<file path="src/rtl/rv32i_fetch_unit_if.sv">
// Fetch-stage bundle: imem request/response channel, execute redirect and decode handshake.
// master = fetch unit side, slave = memory/execute/decode side.
interface rv32i_fetch_unit_if;
    logic        imem_req_valid;
    logic        imem_req_ready;
    logic [31:0] imem_req_addr;
    logic        imem_rsp_valid;
    logic [31:0] imem_rsp_data;
    logic        redirect_valid;
    logic [31:0] redirect_pc;
    logic        fetch_valid;
    logic        decode_ready;
    logic [31:0] fetch_instruction;
    logic [31:0] fetch_pc;
    logic        fetch_misaligned;

    modport master (
        output imem_req_valid, imem_req_addr,
        input  imem_req_ready, imem_rsp_valid, imem_rsp_data,
        input  redirect_valid, redirect_pc,
        output fetch_valid, fetch_instruction, fetch_pc, fetch_misaligned,
        input  decode_ready
    );

    modport slave (
        input  imem_req_valid, imem_req_addr,
        output imem_req_ready, imem_rsp_valid, imem_rsp_data,
        output redirect_valid, redirect_pc,
        input  fetch_valid, fetch_instruction, fetch_pc, fetch_misaligned,
        output decode_ready
    );
endinterface

</file>
<file path="src/rtl/rv32i_fetch_unit.sv">
// RV32I fetch stage: PC, credit-limited in-order imem reads, instruction FIFO, redirect flush/drop.
// Optional macro RV32I_FETCH_ALIGN_CHECK_EN: misaligned redirect yields one faulting NOP entry and halts fetch.
module rv32i_fetch_unit #(
    parameter logic [31:0] RESET_PC   = 32'h0000_0000,
    parameter int          FIFO_DEPTH = 2
) (
    input  logic               clk,
    input  logic               rst_n,
    rv32i_fetch_unit_if.master bus
);
    localparam int          AW      = $clog2(FIFO_DEPTH);
    localparam int          CW      = AW + 1;
    localparam int          SW      = CW + 1;
    localparam logic [31:0] NOP_INS = 32'h0000_0013;

    logic          r_run;
    logic [31:0]   r_pc;
    logic [CW-1:0] r_outst;
    logic [CW-1:0] r_drop;
    logic [CW-1:0] r_count;
    logic [AW-1:0] r_ifq_wr;
    logic [AW-1:0] r_ifq_rd;
    logic [AW-1:0] r_fq_wr;
    logic [AW-1:0] r_fq_rd;
    logic [31:0]   r_ifq_pc   [FIFO_DEPTH];
    logic [31:0]   r_fq_instr [FIFO_DEPTH];
    logic [31:0]   r_fq_pc    [FIFO_DEPTH];

    logic          w_halt;
    logic          w_fault_push;
    logic          w_redir;
    logic          w_credit;
    logic          w_req_valid;
    logic          w_req_acc;
    logic          w_rsp;
    logic          w_rsp_push;
    logic          w_push;
    logic          w_pop;
    logic          w_fetch_valid;
    logic [31:0]   w_redir_pc;
    logic [31:0]   w_push_instr;
    logic [31:0]   w_push_pc;
    logic [CW-1:0] w_outst_nx;
    logic [CW-1:0] w_drop_nx;

    assign w_redir       = bus.redirect_valid;
    assign w_credit      = (SW'(r_outst) + SW'(r_count)) < SW'(FIFO_DEPTH);
    assign w_req_valid   = r_run & w_credit & ~w_redir & ~w_halt;
    assign w_req_acc     = w_req_valid & bus.imem_req_ready;
    assign w_rsp         = bus.imem_rsp_valid;
    assign w_rsp_push    = w_rsp & (r_drop == {CW{1'b0}});
    assign w_fetch_valid = (r_count != {CW{1'b0}});
    assign w_pop         = w_fetch_valid & bus.decode_ready;
    assign w_push        = w_rsp_push | w_fault_push;
    assign w_push_instr  = w_rsp_push ? bus.imem_rsp_data : NOP_INS;
    assign w_push_pc     = w_rsp_push ? r_ifq_pc[r_ifq_rd] : r_pc;
    assign w_outst_nx    = r_outst + CW'(w_req_acc) - CW'(w_rsp);

    // Responses still owed for flushed requests must be discarded; a redirect re-arms with everything in flight
    always_comb begin
        w_drop_nx = r_drop;
        if (w_redir) begin
            w_drop_nx = w_outst_nx;
        end else if (w_rsp && (r_drop != {CW{1'b0}})) begin
            w_drop_nx = r_drop - CW'(1'b1);
        end else begin
            w_drop_nx = r_drop;
        end
    end

`ifdef RV32I_FETCH_ALIGN_CHECK_EN
    logic r_halt;
    logic r_fault_pend;
    logic r_fq_mis [FIFO_DEPTH];
    logic w_misalign;

    assign w_misalign   = (bus.redirect_pc[1:0] != 2'b00);
    assign w_redir_pc   = bus.redirect_pc;
    assign w_halt       = r_halt;
    assign w_fault_push = r_fault_pend & (r_drop == {CW{1'b0}}) & ~w_redir & ~w_rsp;

    // Misaligned target: stop fetching, emit the fault entry once stale responses have drained
    always_ff @(posedge clk or negedge rst_n) begin
        if (!rst_n) begin
            r_halt       <= 1'b0;
            r_fault_pend <= 1'b0;
        end else if (w_redir) begin
            r_halt       <= w_misalign;
            r_fault_pend <= w_misalign;
        end else if (w_fault_push) begin
            r_fault_pend <= 1'b0;
        end
    end

    // Fault flag storage alongside the instruction FIFO
    always_ff @(posedge clk or negedge rst_n) begin
        if (!rst_n) begin
            for (int i = 0; i < FIFO_DEPTH; i++) r_fq_mis[i] <= 1'b0;
        end else if (w_push && !w_redir) begin
            r_fq_mis[r_fq_wr] <= w_fault_push;
        end
    end

    assign bus.fetch_misaligned = w_fetch_valid & r_fq_mis[r_fq_rd];
`else
    assign w_redir_pc           = bus.redirect_pc & 32'hFFFF_FFFC;
    assign w_halt               = 1'b0;
    assign w_fault_push         = 1'b0;
    assign bus.fetch_misaligned = 1'b0;
`endif

    // PC, request/response bookkeeping and FIFO occupancy
    always_ff @(posedge clk or negedge rst_n) begin
        if (!rst_n) begin
            r_run   <= 1'b0;
            r_pc    <= RESET_PC;
            r_outst <= {CW{1'b0}};
            r_drop  <= {CW{1'b0}};
            r_count <= {CW{1'b0}};
            r_fq_wr <= {AW{1'b0}};
            r_fq_rd <= {AW{1'b0}};
        end else begin
            r_run   <= 1'b1;
            r_outst <= w_outst_nx;
            r_drop  <= w_drop_nx;
            if (w_redir) begin
                r_pc    <= w_redir_pc;
                r_count <= {CW{1'b0}};
                r_fq_wr <= {AW{1'b0}};
                r_fq_rd <= {AW{1'b0}};
            end else begin
                if (w_req_acc) r_pc <= r_pc + 32'd4;
                r_count <= r_count + CW'(w_push) - CW'(w_pop);
                if (w_push) r_fq_wr <= r_fq_wr + AW'(1'b1);
                if (w_pop)  r_fq_rd <= r_fq_rd + AW'(1'b1);
            end
        end
    end

    // In-flight PC queue: survives redirects so dropped responses stay paired with their requests
    always_ff @(posedge clk or negedge rst_n) begin
        if (!rst_n) begin
            r_ifq_wr <= {AW{1'b0}};
            r_ifq_rd <= {AW{1'b0}};
            for (int i = 0; i < FIFO_DEPTH; i++) r_ifq_pc[i] <= 32'h0000_0000;
        end else begin
            if (w_req_acc) begin
                r_ifq_pc[r_ifq_wr] <= r_pc;
                r_ifq_wr           <= r_ifq_wr + AW'(1'b1);
            end
            if (w_rsp) r_ifq_rd <= r_ifq_rd + AW'(1'b1);
        end
    end

    // Instruction FIFO payload
    always_ff @(posedge clk or negedge rst_n) begin
        if (!rst_n) begin
            for (int i = 0; i < FIFO_DEPTH; i++) begin
                r_fq_instr[i] <= 32'h0000_0000;
                r_fq_pc[i]    <= 32'h0000_0000;
            end
        end else if (w_push && !w_redir) begin
            r_fq_instr[r_fq_wr] <= w_push_instr;
            r_fq_pc[r_fq_wr]    <= w_push_pc;
        end
    end

    assign bus.imem_req_valid    = w_req_valid;
    assign bus.imem_req_addr     = r_pc;
    assign bus.fetch_valid       = w_fetch_valid;
    assign bus.fetch_instruction = w_fetch_valid ? r_fq_instr[r_fq_rd] : 32'h0000_0000;
    assign bus.fetch_pc          = w_fetch_valid ? r_fq_pc[r_fq_rd]    : 32'h0000_0000;
endmodule

</file>
<file path="src/flat_wrapper.sv">
// flat-port wrapper written by rule: the top's interface ports become plain ports
module rv32i_fetch_unit_flat 
#(
    parameter logic [31:0] RESET_PC   = 32'h0000_0000,
    parameter int          FIFO_DEPTH = 2
)
  (clk, rst_n, bus_imem_req_valid, bus_imem_req_addr, bus_imem_req_ready, bus_imem_rsp_valid, bus_imem_rsp_data, bus_redirect_valid, bus_redirect_pc, bus_fetch_valid, bus_fetch_instruction, bus_fetch_pc, bus_fetch_misaligned, bus_decode_ready);
  rv32i_fetch_unit_if bus_i ();
  input  logic clk;
  input  logic rst_n;
  output wire logic [$bits(bus_i.imem_req_valid)-1:0] bus_imem_req_valid;
  output wire logic [$bits(bus_i.imem_req_addr)-1:0] bus_imem_req_addr;
  input wire logic [$bits(bus_i.imem_req_ready)-1:0] bus_imem_req_ready;
  input wire logic [$bits(bus_i.imem_rsp_valid)-1:0] bus_imem_rsp_valid;
  input wire logic [$bits(bus_i.imem_rsp_data)-1:0] bus_imem_rsp_data;
  input wire logic [$bits(bus_i.redirect_valid)-1:0] bus_redirect_valid;
  input wire logic [$bits(bus_i.redirect_pc)-1:0] bus_redirect_pc;
  output wire logic [$bits(bus_i.fetch_valid)-1:0] bus_fetch_valid;
  output wire logic [$bits(bus_i.fetch_instruction)-1:0] bus_fetch_instruction;
  output wire logic [$bits(bus_i.fetch_pc)-1:0] bus_fetch_pc;
  output wire logic [$bits(bus_i.fetch_misaligned)-1:0] bus_fetch_misaligned;
  input wire logic [$bits(bus_i.decode_ready)-1:0] bus_decode_ready;
  assign bus_imem_req_valid = bus_i.imem_req_valid;
  assign bus_imem_req_addr = bus_i.imem_req_addr;
  assign bus_i.imem_req_ready = bus_imem_req_ready;
  assign bus_i.imem_rsp_valid = bus_imem_rsp_valid;
  assign bus_i.imem_rsp_data = bus_imem_rsp_data;
  assign bus_i.redirect_valid = bus_redirect_valid;
  assign bus_i.redirect_pc = bus_redirect_pc;
  assign bus_fetch_valid = bus_i.fetch_valid;
  assign bus_fetch_instruction = bus_i.fetch_instruction;
  assign bus_fetch_pc = bus_i.fetch_pc;
  assign bus_fetch_misaligned = bus_i.fetch_misaligned;
  assign bus_i.decode_ready = bus_decode_ready;
  rv32i_fetch_unit #(.RESET_PC(RESET_PC), .FIFO_DEPTH(FIFO_DEPTH)) u_core (.clk(clk), .rst_n(rst_n), .bus(bus_i));
endmodule
</file>
<file path="config.mk">
export PLATFORM = sky130hd
export DESIGN_NAME = rv32i_fetch_unit_flat
export DESIGN_NICKNAME = d
export VERILOG_FILES = /design/src/rtl/rv32i_fetch_unit_if.sv /design/src/rtl/rv32i_fetch_unit.sv /design/src/flat_wrapper.sv
export SDC_FILE = /design/constraint.sdc
export NUM_CORES = 1
export LEC_CHECK = 0
export ABC_AREA = 1
export BUFFER_PORTS_ARGS = -buffer_cell sky130_fd_sc_hd__buf_2
export CAP_MARGIN = 30
export CORE_MARGIN = 3
export CORE_UTILIZATION = 50
export DETAILED_ROUTE_END_ITERATION = 10
export PLACE_DENSITY = 0.72
export SETUP_SLACK_MARGIN = 0.15
export SLEW_MARGIN = 0
export SYNTH_ARGS = -nofsm -noshare
export SYNTH_HDL_FRONTEND = slang
export SYNTH_SLANG_ARGS = --single-unit
</file>
<file path="constraint.sdc">
create_clock -name clk -period 3.8 [get_ports clk]
set_input_delay 0 -clock clk [delete_from_list [all_inputs] [get_ports clk]]
set_output_delay 0 -clock clk [all_outputs]
set_load 0.02 [all_outputs]
</file>
Word-level counts from Yosys, hierarchy flattened
Cells that the tools add are included.

Register bits after elaboration: 235. Input port bits: 70. Logic and storage cells: 84.

Reductions and logical operators: 12. Magnitude comparators: 7. Bitwise gates (word level): 10. Mux-type cells: 29. Add/sub/neg operators: 11.

Operators by type and width (number): 32-bit two-way mux (17); 64-bit bitwise mux (3); 32-bit demux with 1-bit select (2); 32-bit by 3-bit adder with 32-bit output (second input constant) (1); 2-bit nonzero test (6); 2-bit >= comparator (second input constant) (4); 1-bit NOT with 2-bit output (4); 2-bit two-way mux (3); 1-bit AND (5); 1-bit adder (second input constant) (4); 2-bit by 1-bit adder with 2-bit output (2); 1-bit logical AND (4); 2-bit by 1-bit less-than comparator with 1-bit output (second input constant) (2); 1-bit two-way mux (4); 2-bit by 1-bit subtractor with 2-bit output (2); 2-bit by 2-bit adder with 3-bit output (1); 3-bit by 2-bit less-than comparator with 1-bit output (second input constant) (1); 2-bit logical NOT (1); 2-bit by 1-bit subtractor with 2-bit output (second input constant) (1); 1-bit logical NOT (1); 1-bit NOT (1).

Logic depth before layout (Yosys ltp)
Gate-level depths: netlist (run 1).

Depth after elaboration: 8. Gate-level depth with buffers: 13.

Least setup slack after synthesis (run 1)
OpenSTA, ideal clock, no wires.

Path kind: register to register. Start: reg u_core.r_count[0]. End: reg u_core.r_drop[1]. Stages on the path, launching flop included: 14. Library setup time: 77 ps. Path buffers: 2. Clock period less this slack: 2234 ps. Data arrival time: 2156 ps. Setup slack: 1566 ps. Required time: 3723 ps. Cells stage by stage: dfrtp_1 > nand2_1 > inv_1 > fa_1 > nor2_2 > nand4_4 > inv_1 > buf_6 > clkbuf_8 > ha_1 > xnor2_1 > xnor2_1 > nor2_1 > a21oi_1.

Word-level cells in the longest chain between the ends: 8.

Ends and longest elaborated chain: start, declared (RTL line rv32i_fetch_unit.sv:20) `logic [CW-1:0] r_count;`; start signal, assigned (RTL line rv32i_fetch_unit.sv:119) `r_count <= {CW{1'b0}};`; start signal, assigned (RTL line rv32i_fetch_unit.sv:128) `r_count <= {CW{1'b0}};`; start signal, assigned (RTL line rv32i_fetch_unit.sv:133) `r_count <= r_count + CW'(w_push) - CW'(w_pop);`; 2-bit by 2-bit adder with 3-bit output (RTL line rv32i_fetch_unit.sv:47) `assign w_credit = (SW'(r_outst) + SW'(r_count)) < SW'(FIFO_DEPTH);`; 3-bit by 2-bit less-than comparator with 1-bit output (RTL line rv32i_fetch_unit.sv:47); 1-bit AND (2 in series) (RTL line rv32i_fetch_unit.sv:48) `assign w_req_valid = r_run & w_credit & ~w_redir & ~w_halt;`; 1-bit AND (RTL line rv32i_fetch_unit.sv:49) `assign w_req_acc = w_req_valid & bus.imem_req_ready;`; net u_core.w_req_acc (RTL line rv32i_fetch_unit.sv:34) `logic w_req_acc;`; 2-bit by 1-bit adder with 2-bit output (RTL line rv32i_fetch_unit.sv:57) `assign w_outst_nx = r_outst + CW'(w_req_acc) - CW'(w_rsp);`; 2-bit by 1-bit subtractor with 2-bit output (RTL line rv32i_fetch_unit.sv:57); net u_core.w_outst_nx[1] (RTL line rv32i_fetch_unit.sv:43) `logic [CW-1:0] w_outst_nx;`; 2-bit two-way mux (RTL line rv32i_fetch_unit.sv:62) `if (w_redir) begin`; end signal, assigned (RTL line rv32i_fetch_unit.sv:118) `r_drop <= {CW{1'b0}};`; end signal, assigned (RTL line rv32i_fetch_unit.sv:125) `r_drop <= w_drop_nx;`; end, declared (RTL line rv32i_fetch_unit.sv:19) `logic [CW-1:0] r_drop;`.

The timed path passes the listed nets, and every way through them passes these cells. A chain may end at the register's enable or synchronous reset.

Worst setup path in the final report (run 1)
Start: reg u_core.r_count[0]. End: reg u_core.r_pc[13], in the netlist u_core.bus.imem_req_addr[13].

Word-level cells in the longest chain between the ends: 6.

Ends and longest elaborated chain: 2-bit by 2-bit adder with 3-bit output (RTL line rv32i_fetch_unit.sv:47); 3-bit by 2-bit less-than comparator with 1-bit output (RTL line rv32i_fetch_unit.sv:47); 1-bit AND (2 in series) (RTL line rv32i_fetch_unit.sv:48); 1-bit AND (RTL line rv32i_fetch_unit.sv:49); 2-bit nonzero test (no line); end signal, assigned (RTL line rv32i_fetch_unit.sv:127) `r_pc <= w_redir_pc;`; end signal, assigned (RTL line rv32i_fetch_unit.sv:132) `if (w_req_acc) r_pc <= r_pc + 32'd4;`; end, declared (RTL line rv32i_fetch_unit.sv:17) `logic [31:0] r_pc;`.

No other way between the ends.

==> flow_summary.json, run 1 <==
{
  "setup_tns_ps": 0,
  "worst_path_largest_cell_delay_ps": 550,
  "max_freq_ghz": 0.3543,
  "clk_path_buf_depth": 3,
  "syn2layout_area_growth_pct": 23.14,
  "worst_slew_pin_slew_ps": 905.4,
  "n_antenna_cell": 0,
  "p_leak_nw": 6.523,
  "seq_power_share": 0.433,
  "drv_slew": 0,
  "drt-initial-drc-count": 746,
  "die_h_um": 153.3,
  "core_area_um2": 21150,
  "clock_latency_ps": 510,
  "fin_crit_sh": 0.7428,
  "cp_slowest_cell": "dlygate4sd3_1",
  "routed_via_density": 5.094,
  "netlist_area_um2": 10840,
  "port-buffer-count": 161,
  "combPwrFrac": 0.297,
  "io-pin-count": 169,
  "htreeDepth": 1,
  "antenna_found_initial": 0,
  "ir_worst_vdd_mv": 0.3658,
  "maxCapViolCount": 0,
  "grt_pass1_wl_mm": 44.77,
  "route.vias.total": 9444,
  "swShare": 0.3610,
  "ys.flop_type": "dfrtp_1",
  "numCtsBuffers": 24,
  "seq_area_frac_synth": 0.5193,
  "cts_num_sinks": 225,
  "pwr-share-clk": 0.269,
  "grt_pass1_vias": 8919,
  "rsz0062_at_grt": "false",
  "drt-total-wl_mm": 27.11,
  "drc": 0,
  "setup_viol": 0,
  "final_layout_size_suffix_gt1_frac": 0.1640,
  "rrSetupSlack_ps": 980,
  "worst_hold_path_type": "in -> reg",
  "rows": 53,
  "crit_chain": "nand2_1 -> inv_1 -> fa_1 -> nor2_2 -> nand4_4 -> inv_1 -> buf_4 -> nand3_1 -> nand3_1 -> dlygate4sd3_1",
  "die_x_um": 153.3,
  "placedInstanceArea_um2": 11750,
  "power_switching_mw": 3.042,
  "crit_fanout": 28,
  "final_core_util": 0.6312,
  "cts_tree": "built",
  "async_flop_share": 1.000,
  "cp.arrival_ps": 3260,
  "path_clk_slew_ps": 60,
  "syn_area_per_cell_um2": 7.967,
  "cp.required_ps": 4240,
  "globalRouteOverflowTotal": 0,
  "intPower_mw": 5.386,
  "final_nets": 1641,
  "ys.warnings.count": 0,
  "wl_per_cell_um": 14.62,
  "crit_type": "reg -> reg",
  "cts-root-buf": "clkbuf_16",
  "max_slew_margin": 0.3955,
  "cts_setup_buffers": 0,
  "drt_pre_antenna_iters": 5,
  "startpoint_type": "flop",
  "ant_nets": 0,
  "worst_clock_skew_ps": 10.11,
  "start_util": 0.5126,
  "ys_ff_latch": 225,
  "synth_edf_count": 0,
  "power_per_cell_area_nw_per_um2": 631.2,
  "routabilityCongestion": 0.8371,
  "stdcell_area_um2": 13350,
  "grtUsageTotal": 0.2267,
  "finalCriticalPeriod_ps": 2823,
  "grt_max_degree": 114,
  "finalHoldViolations": 0,
  "netlist_instances": 1361,
  "yosysUniqueCellTypes": 29,
  "end_kind": "flop",
  "power_mw": 8.428,
  "dp_hpwl_mm": 16.73,
  "status": "finished clean",
  "dieArea_um2": 23490
}
[registers in the layout, indices dropped and copies added, names as in the netlist]
signal	count
u_core.r_fq_wr	1
u_core.r_outst	2
u_core.r_fq_instr	64
u_core.r_count	2
u_core.bus.imem_req_addr	30
u_core.r_fq_rd	1
u_core.r_run	1
u_core.r_drop	2
u_core.r_ifq_rd	1
u_core.r_ifq_wr	1
u_core.r_fq_pc	60
u_core.r_ifq_pc	60
[area by class of cell]
class / count / area (µm²)
clock inverter: 10 / 82.58
inverter: 129 / 486.7
fill: 1803 / 7802
sequential: 225 / 5632
tap: 275 / 344.1
timing repair buffer: 257 / 1788
clock buffer: 31 / 688.2
multi-input combinational: 927 / 4330
[placed cells by master, fill, tap and decap left out, drive strengths merged]
master,netlist,routed
a21oi,65,65
and2,2,2
buf,32,176
bufinv,0,1
clkbuf,52,32
clkinv,0,6
clkinvlp,0,3
conb,2,6
dfrtp,225,225
dlygate4sd3,0,80
fa,1,1
ha,6,6
inv,129,129
nand2,476,476
nand3,60,60
nand4,1,1
nor2,52,52
nor3,2,2
o211ai,36,36
o21ai,208,208
o221ai,1,1
or2,1,1
xnor2,4,4
xor2,6,6
[timing repair]
item                                   CTS  global route
gates resized for setup                  0             0
endpoints found under the hold margin  210             2
hold buffers                            79             1
[per-layer routing]
metal | routed length, µm | global-route usage | vias to the layer above
met5 | 0 | 0 | -
met4 | 421 | 0.04667 | 0
met3 | 1679 | 0.02803 | 33
met2 | 12150 | 0.3529 | 307
met1 | 12860 | 0.3451 | 4366
li1 | - | - | 4738
[metrics by stage]
stage,setup WS (ps),cells,hold slack [ps]
6_report,977.2,1854,261.1
2_1_floorplan,1566,1365,-295.6
3_3_place_gp,1007,1731,188.0
3_5_place_dp,997.1,1732,188.2
5_1_grt,707.8,1854,276.1
4_1_cts,973.1,1852,215.7
[critical path: cells and delay by family, from the launching register on]
| family | cells | cell delay (ps) |
|---|---|---|
| and+or+nand+nor | 5 | 750 |
| adders and majority gates | 1 | 450 |
| DFF | 1 | 420 |
| buffers and inverters | 4 | 1090 |
[cell families (layout without fill, tap and decap cells)]
| kind of cell | after synthesis | after routing | share of synthesized area |
|---|---|---|---|
| AOI/OAI and AO/OA | 310 | 310 | 0.1621 |
| xor gates and xnor gates | 10 | 10 | 0.008077 |
| adders and majority gates | 7 | 7 | 0.008770 |
| buffers and inverters | 213 | 427 | 0.08528 |
| DFF | 225 | 225 | 0.5193 |
| other | 2 | 6 | 0.0006926 |
| and+or+nand+nor | 594 | 594 | 0.2158 |
[power by group through the flow]
stage / combinational (mW) / sequential, mW / clock, mW
2_1_floorplan: 1.76 / 3.60 / 0
3_3_place_gp: 2.34 / 3.65 / 0
3_5_place_dp: 2.42 / 3.68 / 0
4_1_cts: 2.52 / 3.64 / 2.32
5_1_grt: 2.84 / 3.75 / 2.43
6_report: 2.51 / 3.65 / 2.27
[synthesized netlist by cell type (all sizes together) (2+ instances only)]
master    n  area, µm²
a21oi    65      325.3
nand2   476       1792
nor2     52      197.7
clkbuf   52      205.2
buf      32      232.7
conb      2      7.510
dfrtp   225       5630
and2      2      12.51
o21ai   208       1154
nand3    60      300.3
xnor2     4      35.03
xor2      6      52.55
inv     129      486.7
o211ai   36      270.3
ha        6      75.07
nor3      2      10.01
[final timing paths]
path | from | end | cells past startpoint
min in group asynchronous | rst_n | u_core.r_fq_instr[29]$_DFFE_PN0P_ | 3
setup reg to reg | u_core.r_count[0]$_DFF_PN0_ | u_core.bus.imem_req_addr[13]$_DFFE_PN0P_ | 10
setup / recovery | u_core.r_count[0]$_DFF_PN0_ | u_core.bus.imem_req_addr[13]$_DFFE_PN0P_ | 10
max in group asynchronous | rst_n | u_core.bus.imem_req_addr[14]$_DFFE_PN0P_ | 5
hold reg to reg | u_core.r_ifq_pc[42]$_DFFE_PN0P_ | u_core.r_ifq_pc[42]$_DFFE_PN0P_ | 2
hold / removal | bus_redirect_pc[8] | u_core.bus.imem_req_addr[8]$_DFFE_PN0P_ | 4
Power figures use the tool's default switching activity.
==> inputs of run 2 (changes only) <==
--- a/config.mk
+++ b/config.mk
@@ -5,13 +5,13 @@
 export SDC_FILE = /design/constraint.sdc
 export NUM_CORES = 1
 export LEC_CHECK = 0
-export ABC_AREA = 1
+export ABC_AREA = 0
 export BUFFER_PORTS_ARGS = -buffer_cell sky130_fd_sc_hd__buf_2
 export CAP_MARGIN = 30
 export CORE_MARGIN = 3
 export CORE_UTILIZATION = 50
 export DETAILED_ROUTE_END_ITERATION = 10
-export PLACE_DENSITY = 0.72
+export PLACE_DENSITY = 0.75
 export SETUP_SLACK_MARGIN = 0.15
 export SLEW_MARGIN = 0
 export SYNTH_ARGS = -nofsm -noshare
==> constraint.sdc (replaced) <==
create_clock -name clk -period 2.5 [get_ports clk]
set_input_delay 0 -clock clk [delete_from_list [all_inputs] [get_ports clk]]
set_output_delay 0 -clock clk [all_outputs]
set_load 0.02 [all_outputs]
==> run 2 against run 1 <==
  * The run now ends with negative setup slack left
  * Combinational power up 130%
  * Critical path type unchanged
  * Wire length fell by 1.1%
  * Sequential power increased by 63%
  * Flip-flop and latch count is the same
  * Clock skew rose by 4.4 ps
  * Total power up 81%
  * Die area fell by 3.2%
  * Largest power group unchanged
  * Register-to-register slack worse by 1000 ps
==> flow_summary.json, run 2 <==
{
  "worst_clock_skew_ps": 14.52,
  "cp.required_ps": 2920,
  "syn2layout_area_growth_pct": 31.84,
  "grt_max_degree": 101,
  "drt_pre_antenna_iters": 5,
  "post-synth-top-count-cell": "dfrtp_1",
  "violations": "negative setup slack",
  "ys_ff_latch": 225,
  "drt-initial-drc-count": 521,
  "routed_via_density": 5.509,
  "final_nets": 1267,
  "grt_pass1_vias": 7809,
  "core_area_um2": 20430,
  "final.fill_count": 1455,
  "worst_hold_path_type": "in -> async",
  "cp.arrival_ps": 2970,
  "setup_ws_ps": -50.56,
  "worst_slew_pin_slew_ps": 774.0,
  "synth_top_cell_by_area": "dfrtp_1",
  "n_antenna_cell": 0,
  "netlist_instances": 936,
  "synth_edf_count": 0,
  "max_slew_margin": 0.4840,
  "die_h_um": 150.8,
  "die_x_um": 150.8,
  "drc": 0,
  "maxCapViolCount": 0,
  "clock_latency_ps": 510,
  "clk_path_buf_depth": 3,
  "largest_reg_flops": 64,
  "numCtsBuffers": 24,
  "seq_power_share": 0.391,
  "highest_layer": "met4",
  "power_mw": 15.23,
  "drv_slew": 0,
  "drt-total-wl_mm": 26.82,
  "intPower_mw": 10.01,
  "crit_fanout": 13,
  "setup_tns_ps": -78.95,
  "finalCriticalPeriod_ps": 2551,
  "cpMostUsedCell": "or3_1",
  "dp_slack_ps": -76.36,
  "htreeDepth": 1,
  "cts_num_sinks": 225,
  "numPlacedInstances": 1343,
  "start_util": 0.5129,
  "yosysUniqueCellTypes": 44,
  "ys.flop_type": "dfrtp_1",
  "port-buffer-count": 161,
  "wl_met3_mm": 1.998,
  "path_clk_slew_ps": 70,
  "crit_chain": "inv_2 -> nor2_4 -> fa_1 -> nand4bb_4 -> or3_1 -> buf_6 -> buf_4 -> or3_1 -> a31oi_1",
  "routed-wl-met2_mm": 12.74,
  "ant_nets": 0,
  "netlist_area_um2": 10480,
  "syn_area_per_cell_um2": 11.19,
  "ir_worst_vdd_mv": 0.5420,
  "crit_type": "reg -> reg",
  "route.vias.total": 8142,
  "startpoint_type": "flop",
  "combPwrFrac": 0.375,
  "m1WireLength_mm": 11.47,
  "final_cells": 1478,
  "ys_top_cells_by_area": "dfrtp_1 (54%), mux2_2 (16%), mux2i_1 (6.0%)",
  "pwr-share-clk": 0.234,
  "cp_slowest_cell": "fa_1",
  "largest-register": "u_core.r_fq_instr",
  "final_common_cell": "dfrtp_1",
  "p_leak_nw": 6.293,
  "globalRouteOverflowTotal": 0,
  "grt_pass1_wl_mm": 39.85,
  "cp_top_family": "simple AND/OR/NAND/NOR gates",
  "routabilityCongestion": 0.8506,
  "rsz0062_at_grt": "true",
  "grtUsageTotal": 0.2150,
  "finalHoldViolations": 0,
  "final_cell_mix": "dfrtp_1 (224), buf_2 (160), mux2_2 (130), nand2_1 (112), nor2_1 (86)",
  "async_flop_share": 1.000,
  "cts_tree": "built",
  "swShare": 0.3423,
  "wl_per_cell_um": 18.15,
  "fin_crit_sh": 1.020,
  "dp_hpwl_mm": 15.47,
  "ys.warnings.count": 0,
  "io-pin-count": 169,
  "reg_top3": "u_core.r_fq_instr (64), u_core.r_fq_pc (60), u_core.r_ifq_pc (60)",
  "power_per_cell_area_nw_per_um2": 1102,
  "synth_top_area_share": 0.5374,
  "setup_viol": 3,
  "seq_area_frac_synth": 0.5374,
  "dieArea_um2": 22730,
  "synthTopCellsByCount": "dfrtp_1 (225), mux2_2 (152), nand2_1 (113)",
  "rows": 52,
  "final_layout_size_suffix_gt1_frac": 0.3626,
  "worst_path_largest_cell_delay_ps": 480,
  "power_switching_mw": 5.213,
  "end_kind": "flop",
  "cts-root-buf": "clkbuf_16",
  "status": "finished, violations left",
  "crit_buf_inv": 3,
  "antenna_found_initial": 0,
  "max_freq_ghz": 0.3921
}
[run 2: final timing paths]
path,startpoint,to,slack [ps],depth (start not counted)
hold reg to reg,u_core.r_fq_pc[12]$_DFFE_PN0P_,u_core.r_fq_pc[12]$_DFFE_PN0P_,480,2
min in group clk,bus_imem_req_ready,u_core.bus.imem_req_addr[2]$_DFFE_PN0P_,140,4
hold / removal,rst_n,u_core.bus.imem_req_addr[26]$_DFFE_PN0P_,130,2
max in group asynchronous,rst_n,u_core.r_fq_instr[6]$_DFFE_PN0P_,1580,3
setup / recovery,u_core.r_count[0]$_DFF_PN0_,u_core.bus.imem_req_addr[15]$_DFFE_PN0P_,-50,9
setup reg to reg,u_core.r_count[0]$_DFF_PN0_,u_core.bus.imem_req_addr[15]$_DFFE_PN0P_,-50,9
[run 2: worst reg2reg max path: stages, from the launching register on]
cell and delay (ps):
dfrtp_1 390, inv_2 90, nor2_4 50, fa_1 480, nand4bb_4 220, or3_1 400, buf_6 160, buf_4 140
or3_1 340, a31oi_1 210
[run 2: kinds of logic after synthesis]
family / Yosys count / synth area share
compound gates: 111 / 0.06042
xor+xnor: 19 / 0.01588
fa+ha+maj: 7 / 0.009076
buf+inv: 84 / 0.03380
flops: 225 / 0.5374
mux: 218 / 0.2268
other cells: 2 / 0.0007168
simple gates: 270 / 0.1160
[run 2: final cells by class]
cell class | instances | area [µm²] | share of cell area
Sequential cell | 225 | 5634 | 0.4079
Multi-Input combinational cell | 631 | 4793 | 0.3470
Timing Repair Buffer | 291 | 2177 | 0.1576
Clock buffer | 37 | 740.7 | 0.05362
Tap cell | 270 | 337.8 | 0.02446
Clock inverter | 7 | 66.31 | 0.004801
Inverter | 17 | 63.81 | 0.004620
[run 2: through the flow]
step	area [µm²]	hold WS [ps]	utilization
after floorplan	10490	-295.6	-
after global placement	11790	100.3	0.5771
after detailed placement	11790	104.5	0.5771
after CTS	13400	67.83	0.6558
after global routing	13810	145.0	0.6761
final	13810	133.6	0.6761
[run 2: per-layer routing]
metal	track usage	up-vias
li1	-	3766
met1	0.2997	3963
met2	0.3592	357
met3	0.03703	56
met4	0.03989	0
met5	0	-
[run 2: timing repair]
action                                  in CTS  in global routing
hold buffers                                76                  0
pin swaps                                    1                 24
gates cloned                                 0                  4
resized for setup                            6                 60
endpoints found under the hold margin      194                  0
buffers inserted                             2                  9
endpoints found under the setup margin      44                 61
[run 2: power by group through the flow]
stage | logic, mW | clock network, mW | registers (mW)
global placement | 5.03 | 0 | 5.84
finish | 5.71 | 3.57 | 5.95
CTS | 5.31 | 3.62 | 5.89
global route | 6.23 | 3.79 | 6.12
detailed placement | 5.15 | 0 | 5.94
floorplan | 3.74 | 0 | 5.69
==> inputs of run 3 (changes only) <==
--- a/config.mk
+++ b/config.mk
@@ -8,10 +8,12 @@
 export ABC_AREA = 0
 export BUFFER_PORTS_ARGS = -buffer_cell sky130_fd_sc_hd__buf_2
 export CAP_MARGIN = 30
+export CELL_PAD_IN_SITES_DETAIL_PLACEMENT = 0
+export CELL_PAD_IN_SITES_GLOBAL_PLACEMENT = 1
 export CORE_MARGIN = 3
-export CORE_UTILIZATION = 50
+export CORE_UTILIZATION = 40
 export DETAILED_ROUTE_END_ITERATION = 10
-export PLACE_DENSITY = 0.75
+export PLACE_DENSITY_LB_ADDON = 0.1
 export SETUP_SLACK_MARGIN = 0.15
 export SLEW_MARGIN = 0
 export SYNTH_ARGS = -nofsm -noshare
==> run 3 against run 2 <==
  * The run still ends with negative setup slack left
  * Core utilization shrank 14 points
  * First-iteration DRC count shrank 35%
  * Largest cell class unchanged
  * Critical path type unchanged
  * Worst setup slack gained 43 ps
  * Global-route usage shrank 3.0 points
  * Clock power shrank 4%
==> flow_summary.json, run 3 (synthesis gave the netlist of run 2 again) <==
{
  "violations": "negative setup slack",
  "finalHoldViolations": 0,
  "path_clk_slew_ps": 60,
  "drc": 0,
  "route.vias.total": 7740,
  "ir_worst_vdd_mv": 0.6511,
  "core_area_um2": 25470,
  "power_mw": 14.75,
  "dp_slack_ps": -52.38,
  "crit_path_start": "u_core.r_count[0]$_DFF_PN0_",
  "drv_slew": 0,
  "dp_hpwl_mm": 16.97,
  "reg2reg_depth": 8,
  "cts_num_sinks": 225,
  "cts_tree": "built",
  "clk_path_buf_depth": 3,
  "grt_max_degree": 89,
  "setup_viol": 1,
  "maxCapViolCount": 0,
  "drt_pre_antenna_iters": 4,
  "rsz0062_at_grt": "true",
  "globalRouteOverflowTotal": 0,
  "port-buffer-count": 161,
  "die_h_um": 167.8,
  "final_cell_mix": "dfrtp_1 (224), buf_2 (161), mux2_2 (152), nand2_1 (112), nor2_1 (86)",
  "r2r-start": "u_core.r_count[0]$_DFF_PN0_",
  "rows": 58,
  "htreeDepth": 1,
  "clock_latency_ps": 520,
  "largest-register": "u_core.r_fq_instr",
  "largest_reg_flops": 64,
  "io-pin-count": 169,
  "max_freq_ghz": 0.3989,
  "drt-total-wl_mm": 26.26,
  "final_layout_size_suffix_gt1_frac": 0.3628,
  "fin_crit_sh": 1.003,
  "start_util": 0.4113,
  "grt_pass1_wl_mm": 42.97,
  "cts-root-buf": "clkbuf_16",
  "grt_pass1_vias": 8126,
  "reg_top3": "u_core.r_fq_instr (64), u_core.r_fq_pc (60), u_core.r_ifq_pc (60)",
  "worstReg2RegEnd": "u_core.bus.imem_req_addr[19]$_DFFE_PN0P_",
  "end_kind": "flop",
  "ant_nets": 0,
  "finalCriticalPeriod_ps": 2507,
  "antenna_found_initial": 0,
  "die_x_um": 167.8,
  "startpoint_type": "flop",
  "worst_hold_path_type": "in -> async",
  "rrSetupSlack_ps": -7,
  "crit_type": "reg -> reg",
  "worst_clock_skew_ps": 8.287,
  "numCtsBuffers": 25,
  "worst_slew_pin_slew_ps": 718.2,
  "wl_per_cell_um": 17.18,
  "p_leak_nw": 6.177,
  "cp.required_ps": 2940,
  "max_slew_margin": 0.5212,
  "grtUsageTotal": 0.1847,
  "syn2layout_area_growth_pct": 30.49,
  "dieArea_um2": 28170,
  "n_antenna_cell": 0,
  "numPlacedInstances": 1411,
  "drt-initial-drc-count": 340,
  "routed_via_density": 5.062,
  "setup_ws_ps": -7.192,
  "power_per_cell_area_nw_per_um2": 1079,
  "final_common_cell": "dfrtp_1",
  "final_nets": 1262,
  "final_cells": 1529,
  "routabilityCongestion": 0.8013,
  "crit_fanout": 8,
  "cp.arrival_ps": 2950,
  "status": "finished, violations left"
}
## run 3: cell count changes in the layout (fill, tap and decap cells not counted), sizes merged
cell,before,now
buf,212,215
clkbuf,40,38
clkinv,4,3
clkinvlp,1,0
dlygate4sd3,76,67
or2,3,4
## run 3: through the flow
stage	cell area [µm²]	util	TNS (ps)	hold slack [ps]
3_3_place_gp	11960	0.4696	-154.2	72.41
5_1_grt	13670	0.5367	-553.2	112.6
6_report	13670	0.5367	-7.192	109.7
2_1_floorplan	10490	-	0	-295.6
3_5_place_dp	11960	0.4696	-148.4	72.35
4_1_cts	13430	0.5271	0	49.82
## run 3: power breakdown
group	internal, mW	switching [mW]	leakage [nW]
Combinational	2.67	2.83	2.96
Sequential	5.05	0.772	2.84
Clock	2.02	1.40	0.369
Total	9.75	5.01	6.18
## run 3: cell type report
class | instances | area (µm²)
clock buffer | 36 | 696.9
inverter | 17 | 63.81
fill | 2330 | 11800
tap | 330 | 412.9
sequential | 225 | 5634
multi-input combinational | 632 | 4718
clock inverter | 5 | 53.80
timing repair buffer | 284 | 2092
## run 3: worst max-delay path by stage
stage / slack, ps / to
CTS: 40 / u_core.bus.imem_req_addr[19]$_DFFE_PN0P_
global route: -100 / u_core.bus.imem_req_addr[19]$_DFFE_PN0P_
global placement: -60 / u_core.bus.imem_req_addr[24]$_DFFE_PN0P_
floorplan: 130 / u_core.bus.imem_req_addr[29]$_DFFE_PN0P_
detailed placement: -50 / u_core.bus.imem_req_addr[24]$_DFFE_PN0P_
finish: -7 / u_core.bus.imem_req_addr[19]$_DFFE_PN0P_
## run 3: per-layer routing
layer | track usage | up-vias | share of wire
met2 | 0.2982 | 206 | 0.45
met4 | 0.04411 | 0 | 0.015
met1 | 0.2666 | 3750 | 0.48
met3 | 0.02465 | 31 | 0.051
li1 | - | 3753 | -
met5 | 0 | - | 0
## run 3: critical path, stage by stage, from the launching register on
cell and delay, ps:
dfrtp_1 380, inv_2 70, nor2_2 40, fa_1 500, nand4bb_4 260, or3_4 400, buf_6 150, or4_1 460
a31oi_1 160
## run 3: timing repair
action                     in CTS  in global routing
setup endpoints to repair      17                 86
hold endpoints to repair      185                  0
resized for setup               6                 29
hold buffers                   67                  0
pin swaps                       2                 17
buffers inserted                0                  5
gates cloned                    1                  4
